$ cat config.mk
export PLATFORM = sky130hd
export DESIGN_NAME = gcm_tag_check
export DESIGN_NICKNAME = d
export VERILOG_FILES = /design/src/rtl/gcm_pkg.sv /design/src/rtl/gf128_mul_digit.sv /design/src/rtl/gcm_tag_check.sv
export SDC_FILE = /design/constraint.sdc
export NUM_CORES = 2
export LEC_CHECK = 0
export ABC_AREA = 1
export CORE_UTILIZATION = 55
export DETAILED_ROUTE_END_ITERATION = 10
export HOLD_SLACK_MARGIN = 0.03
export PLACE_DENSITY = 0.82
export SYNTH_ARGS = -nofsm -noshare
export SYNTH_HDL_FRONTEND = slang
export SYNTH_SLANG_ARGS = --single-unit
$ cat constraint.sdc
create_clock -name clk -period 5.57 [get_ports clk]
set_clock_uncertainty 0.1 [all_clocks]
set_input_delay 0.557 -clock clk [delete_from_list [all_inputs] [get_ports clk]]
set_output_delay 0.557 -clock clk [all_outputs]
set_load 0.1 [all_outputs]
$ cat src/rtl/gcm_pkg.sv
// gcm_pkg: shared GCM block type, reduction constant and tag-check FSM states
package gcm_pkg;
  typedef logic [0:127] gcm_blk_t;
  localparam gcm_blk_t GCM_R = {8'hE1, 120'h0};
  typedef enum logic [2:0] {
    ST_IDLE,
    ST_LOAD,
    ST_MULT,
    ST_LENB,
    ST_MULT2,
    ST_FINAL,
    ST_DONE
  } gcm_chk_state_e;
endpackage

$ cat src/rtl/gf128_mul_digit.sv
// gf128_mul_digit: digit-serial GF(2^128) multiplier consuming DIGIT bits of x per cycle
module gf128_mul_digit
  import gcm_pkg::*;
#(
  parameter int DIGIT = 8
) (
  input  logic     clk,
  input  logic     rst_n,
  input  logic     start,
  input  gcm_blk_t x,
  input  gcm_blk_t h,
  output logic     busy,
  output logic     done,
  output gcm_blk_t z
);
  localparam int STEPS = 128 / DIGIT;
  gcm_blk_t x_q, z_q, v_q, v_nxt;
  logic [7:0] cnt_q;
  // fold the next DIGIT bits of x into z; z is the finished product while done is high
  always_comb begin
    z = z_q;
    v_nxt = v_q;
    for (int i = 0; i < DIGIT; i++) begin
      z = x_q[i] ? z ^ v_nxt : z;
      v_nxt = (v_nxt >> 1) ^ (v_nxt[127] ? GCM_R : '0);
    end
  end
  assign done = busy && cnt_q == 8'(STEPS - 1);
  // load operands on start, then advance one digit per cycle until the last step
  always_ff @(posedge clk or negedge rst_n) begin
    if (!rst_n) begin
      x_q <= '0;
      z_q <= '0;
      v_q <= '0;
      cnt_q <= '0;
      busy <= 1'b0;
    end else if (start) begin
      x_q <= x;
      z_q <= '0;
      v_q <= h;
      cnt_q <= '0;
      busy <= 1'b1;
    end else if (busy) begin
      x_q <= x_q << DIGIT;
      z_q <= z;
      v_q <= v_nxt;
      cnt_q <= cnt_q + 8'd1;
      busy <= !done;
    end
  end
endmodule

$ cat src/rtl/gcm_tag_check.sv
// gcm_tag_check: receive-side GCM tag verifier (GHASH, length block, E_K(J0), tag compare)
module gcm_tag_check
  import gcm_pkg::*;
#(
  parameter int DIGIT    = 8,
  parameter int TAG_BITS = 128
) (
  input  logic        clk,
  input  logic        rst_n,
  input  gcm_blk_t    i_h,
  input  gcm_blk_t    i_ek_j0,
  input  logic [63:0] i_len_aad,
  input  logic [63:0] i_len_ct,
  input  gcm_blk_t    i_tag_rx,
  input  logic        i_start,
  input  logic        i_blk_valid,
  input  gcm_blk_t    i_blk,
  input  logic        i_blk_last,
  output logic        o_blk_ready,
  output logic        o_busy,
  output logic        o_done,
  output logic        o_pass
);
  localparam gcm_blk_t TAG_MASK = ~({128{1'b1}} >> TAG_BITS);
  gcm_chk_state_e state_q, state_nxt;
  gcm_blk_t y_q, h_q, ek_q, tag_q, mul_x, mul_z;
  logic [63:0] len_aad_q, len_ct_q;
  logic last_q, mul_start, mul_busy, mul_done, mul_step, take_start;
  assign mul_step = mul_busy && mul_done;
  assign take_start = (state_q == ST_IDLE || state_q == ST_DONE) && i_start;
  assign o_blk_ready = state_q == ST_LOAD;
  gf128_mul_digit #(.DIGIT(DIGIT)) u_mul (
    .clk(clk),
    .rst_n(rst_n),
    .start(mul_start),
    .x(mul_x),
    .h(h_q),
    .busy(mul_busy),
    .done(mul_done),
    .z(mul_z)
  );
  // state register
  always_ff @(posedge clk or negedge rst_n) begin
    if (!rst_n) state_q <= ST_IDLE;
    else state_q <= state_nxt;
  end
  // next state and multiplier launch: data blocks fold into Y, then the length block
  always_comb begin
    state_nxt = state_q;
    mul_start = 1'b0;
    mul_x = y_q ^ i_blk;
    case (state_q)
      ST_IDLE, ST_DONE: state_nxt = i_start ? ST_LOAD : state_q;
      ST_LOAD: begin
        mul_start = i_blk_valid;
        state_nxt = i_blk_valid ? ST_MULT : ST_LOAD;
      end
      ST_MULT: state_nxt = mul_step ? (last_q ? ST_LENB : ST_LOAD) : ST_MULT;
      ST_LENB: begin
        mul_start = 1'b1;
        mul_x = y_q ^ {len_aad_q, len_ct_q};
        state_nxt = ST_MULT2;
      end
      ST_MULT2: state_nxt = mul_step ? ST_FINAL : ST_MULT2;
      ST_FINAL: state_nxt = ST_DONE;
      default: state_nxt = ST_IDLE;
    endcase
  end
  // sideband latches, GHASH accumulator and masked constant-time verdict
  always_ff @(posedge clk or negedge rst_n) begin
    if (!rst_n) begin
      y_q <= '0;
      h_q <= '0;
      ek_q <= '0;
      tag_q <= '0;
      len_aad_q <= '0;
      len_ct_q <= '0;
      last_q <= 1'b0;
      o_busy <= 1'b0;
      o_done <= 1'b0;
      o_pass <= 1'b0;
    end else begin
      o_done <= state_q == ST_FINAL;
      if (take_start) begin
        h_q <= i_h;
        ek_q <= i_ek_j0;
        tag_q <= i_tag_rx;
        len_aad_q <= i_len_aad;
        len_ct_q <= i_len_ct;
        y_q <= '0;
        o_pass <= 1'b0;
        o_busy <= 1'b1;
      end
      if (state_q == ST_LOAD && i_blk_valid) last_q <= i_blk_last;
      if ((state_q == ST_MULT || state_q == ST_MULT2) && mul_step) y_q <= mul_z;
      if (state_q == ST_FINAL) begin
        o_pass <= ((y_q ^ ek_q ^ tag_q) & TAG_MASK) == '0;
        o_busy <= 1'b0;
      end
    end
  end
endmodule

==> impl_metrics.csv <==
group,metric,value,unit
route,drc,0,
synth,synth_ff_type,"dfrtp_1",
finish,finalInstanceArea,74000,um2
setup_path,path_class,"register to register",
synth,synthSimpleGateAreaFrac,31.5,%
synth,syn_nets,9624,
clocking,cts_num_sinks,1040,
clocking,post_cts_buffers,0,
clocking,path_clk_slew,70,ps
setup_path,end_kind,"register",
power,powerDensity,688,nW/um2
clocking,clk_latency,730,ps
synth,synth.ff_latch_count,1040,
sta,fin_crit_sh,68.3,%
finish,final_nets,9929,
route,drtPass1Iterations,7,
finish,drive_gt1_share,3.45,%
sta,finalWorstSetupSlack,1770,ps
placed_design,place_ws,1850,ps
die,die_x,342,um
power,power.leakage,36.4,nW
clocking,post_cts_resized,0,
grt,grt_use_total,38.1,%
setup_path,critPathLaunchType,"register",
clocking,cts_buffers,109,
grt,grt_start_max_net_pins,247,
sta,setup_viol_count_final,0,
sta,maxSlewHeadroom,18.4,%
sta,grt_setup_unrepaired,"no",
sta,finalHoldViolations,0,
die,row_count,124,
synth,syn-instance-count,8977,
sta,tns,0,ps
clocking,cts_tree,"built",
clocking,htree_levels,3,
grt,grt_first_pass_wirelength,342000,um
route,wl_per_cell,20.7,um
placed_design,hpwl,159000,um
synth,synth-edff-count,0,
placed_design,placed_cell_area,70100,um2
placed_design,place_inst,10700,
setup_path,worst-path-max-fanout,104,
synth,synth-xor-area-share,11.4,%
synth,avgSynthCellArea,7.07,um2
power,p_total,50.9,mW
placed_design,gp_congestion,0.962,
power,p_sw,25.4,mW
setup_path,worstPathRequired,6030,ps
route,drtAntennaViolNets,0,
setup_path,endpoint,"u_mul.x_q[31]$_DFFE_PN0P_",
die,core-area,114000,um2
finish,final_cells,10900,
synth,synth_adder_area_share,0.0394,%
run_status,status,"finished clean",
sta,maxSlewViolCount,0,
die,io_pins,649,
synth,synth.area.mux_share,0.126,%
placed_design,portBuffers,648,
setup_path,worstSetupStartpoint,"state_q[1]$_DFFE_PN0P_",
power,seq_power_share,29.0,%
sta,tightestPinTransition,1220,ps
sta,max_freq,0.263,GHz
synth,synth_top_family_by_area,"simple AND/OR/NAND/NOR gates",
route,drt_iter0_drc,7532,
sta,min_period,3800,ps
clocking,cts_root_buf,"clkbuf_16",
synth,synth_cell_types,38,
synth,synth_compound_area_share,7.49,%
setup_path,regToRegStartpoint,"state_q[1]$_DFFE_PN0P_",
die,die-area,117000,um2
die,initial_core_util,55.5,%
synth,syn_area,63500,um2
setup_path,rrSetupSlack,1770,ps
grt,antenna_found_initial,32,
grt,grt_pass1_vias,58500,
setup_path,r2r-end,"u_mul.x_q[31]$_DFFE_PN0P_",
route,vias,61700,
power,p_int,25.5,mW
power,p_clk_share,15.6,%
clocking,cts_max_path_buffers,3,
synth,yosysSeqAreaShare,41.0,%
setup_path,arrival,4260,ps
route,routed_wl,225000,um
power,pwr-share-comb,55.4,%
power,ir_worst_vdd,0.689,mV
synth,yosysWarnings,0,
clocking,holdBufCountCts,1,
setup_path,reg2reg_depth,9,
power,p_sw_share,50.0,%
synth,async_flop_share,100,%
run,maxCapViolations,0,
die,fp.dieH,342,um
route,vias_per_cell,5.66,
finish,areaGrowthSynthToFinish,16.6,%
grt,grt-ovfl-total,0,
hold_path,hp-class,"primary input to register",
worst min-delay path by stage:
stage	startpoint	end	slack (ps)	cells after the start
5_1_grt	i_len_aad[60]	len_aad_q[60]$_DFFE_PN0P_	260	3
3_5_place_dp	len_ct_q[23]$_DFFE_PN0P_	len_ct_q[23]$_DFFE_PN0P_	360	2
4_1_cts	i_len_aad[60]	len_aad_q[60]$_DFFE_PN0P_	240	3
6_report	i_len_aad[60]	len_aad_q[60]$_DFFE_PN0P_	270	3
3_3_place_gp	len_aad_q[19]$_DFFE_PN0P_	len_aad_q[19]$_DFFE_PN0P_	350	2
2_1_floorplan	rst_n	ek_q[0]$_DFFE_PN0P_	160	0
power by group through the flow:
stage | clock [mW] | sequential, mW | combinational (mW)
floorplan | 0 | 12.3 | 21.9
global placement | 0 | 14.5 | 26.3
detailed placement | 0 | 14.6 | 27.5
CTS | 7.97 | 14.5 | 27.7
global route | 8.26 | 15.0 | 31.4
finish | 7.95 | 14.8 | 28.2
flip-flops by register name (all words and copies together) (netlist names), 3 cells and up:
name	flops
ek_q	128
h_q	128
tag_q	128
u_mul.v_q	128
u_mul.x_q	128
u_mul.z_q	128
y_q	128
len_aad_q	64
len_ct_q	64
u_mul.cnt_q	8
state_q	3
cells in the final DEF, fill, tap and decap left out, types with 4 or more instances in the layout:
cell / synthesis / layout
nand2_1: 4500 / 4500
inv_2: 14 / 9
o221ai_1: 236 / 236
or2_2: 33 / 33
o22ai_1: 12 / 12
o211ai_1: 10 / 10
xor2_1: 198 / 198
nand3b_1: 119 / 119
inv_6: 0 / 7
or2_1: 83 / 83
clkinv_2: 0 / 16
nand4_1: 4 / 4
o21ai_1: 48 / 48
buf_4: 22 / 49
mux2i_1: 8 / 8
nor3_1: 6 / 6
clkbuf_16: 0 / 112
clkbuf_1: 192 / 21
bufinv_16: 0 / 14
buf_12: 0 / 14
inv_1: 753 / 752
clkdlybuf4s50_1: 0 / 645
diode_2: 0 / 12
a21oi_1: 132 / 132
nand3_1: 162 / 162
nor2_1: 127 / 126
nand2_2: 13 / 11
clkbuf_8: 0 / 26
xnor2_1: 626 / 626
clkinvlp_4: 0 / 6
dfrtp_4: 0 / 8
o21ai_0: 322 / 322
dfrtp_1: 1040 / 1032
kinds of logic after synthesis:
group / after synthesis
AOI/OAI and AO/OA: 763
xor gates and xnor gates: 824
adders and majority gates: 2
buffers and inverters: 1283
DFF: 1040
muxes: 8
and+or+nand+nor: 5057
worst max-delay path: stages, from the launching register on:
cell      delay (ps)
dfrtp_1          450
inv_2             70
nor2_2           260
nand2_8          350
nand2_4          220
buf_4            450
nor2_4           190
inv_6            620
buf_12           420
o221ai_1         220
stage by stage:
step                hold slack (ps)  utilization [%]
floorplan                       161                -
global placement                353             61.3
detailed placement              358             61.3
CTS                             242             64.7
global route                    265             64.7
finish                          269             64.7
layer usage:
layer  GRT usage (%)  wire length, um  part of all wire, %
met5               0              203                0.090
met4            22.0            15200                  6.7
met3            9.94            27700                   12
met2            57.8            98000                   44
met1            49.4            84100                   37
final cells by class:
cell class | instances | area (um2)
Fill cell | 9653 | 40300
Multi-Input combinational cell | 6654 | 32100
Sequential cell | 1040 | 26100
Timing Repair Buffer | 710 | 7130
Clock buffer | 159 | 3240
Inverter | 767 | 2910
Tap cell | 1512 | 1890
Clock inverter | 45 | 632
Antenna cell | 12 | 30.0
cell usage after synthesis (127+ instances only):
cell | count | share of area [%]
nor2_1 | 127 | 0.75
o221ai_1 | 236 | 3.3
nand2_1 | 4500 | 27
xor2_1 | 198 | 2.7
a21oi_1 | 132 | 1.0
buf_2 | 233 | 1.8
nand3_1 | 162 | 1.3
inv_1 | 753 | 4.5
clkbuf_1 | 192 | 1.1
xnor2_1 | 626 | 8.6
o21ai_0 | 322 | 2.5
dfrtp_1 | 1040 | 41
Power figures use the tool's default switching activity.
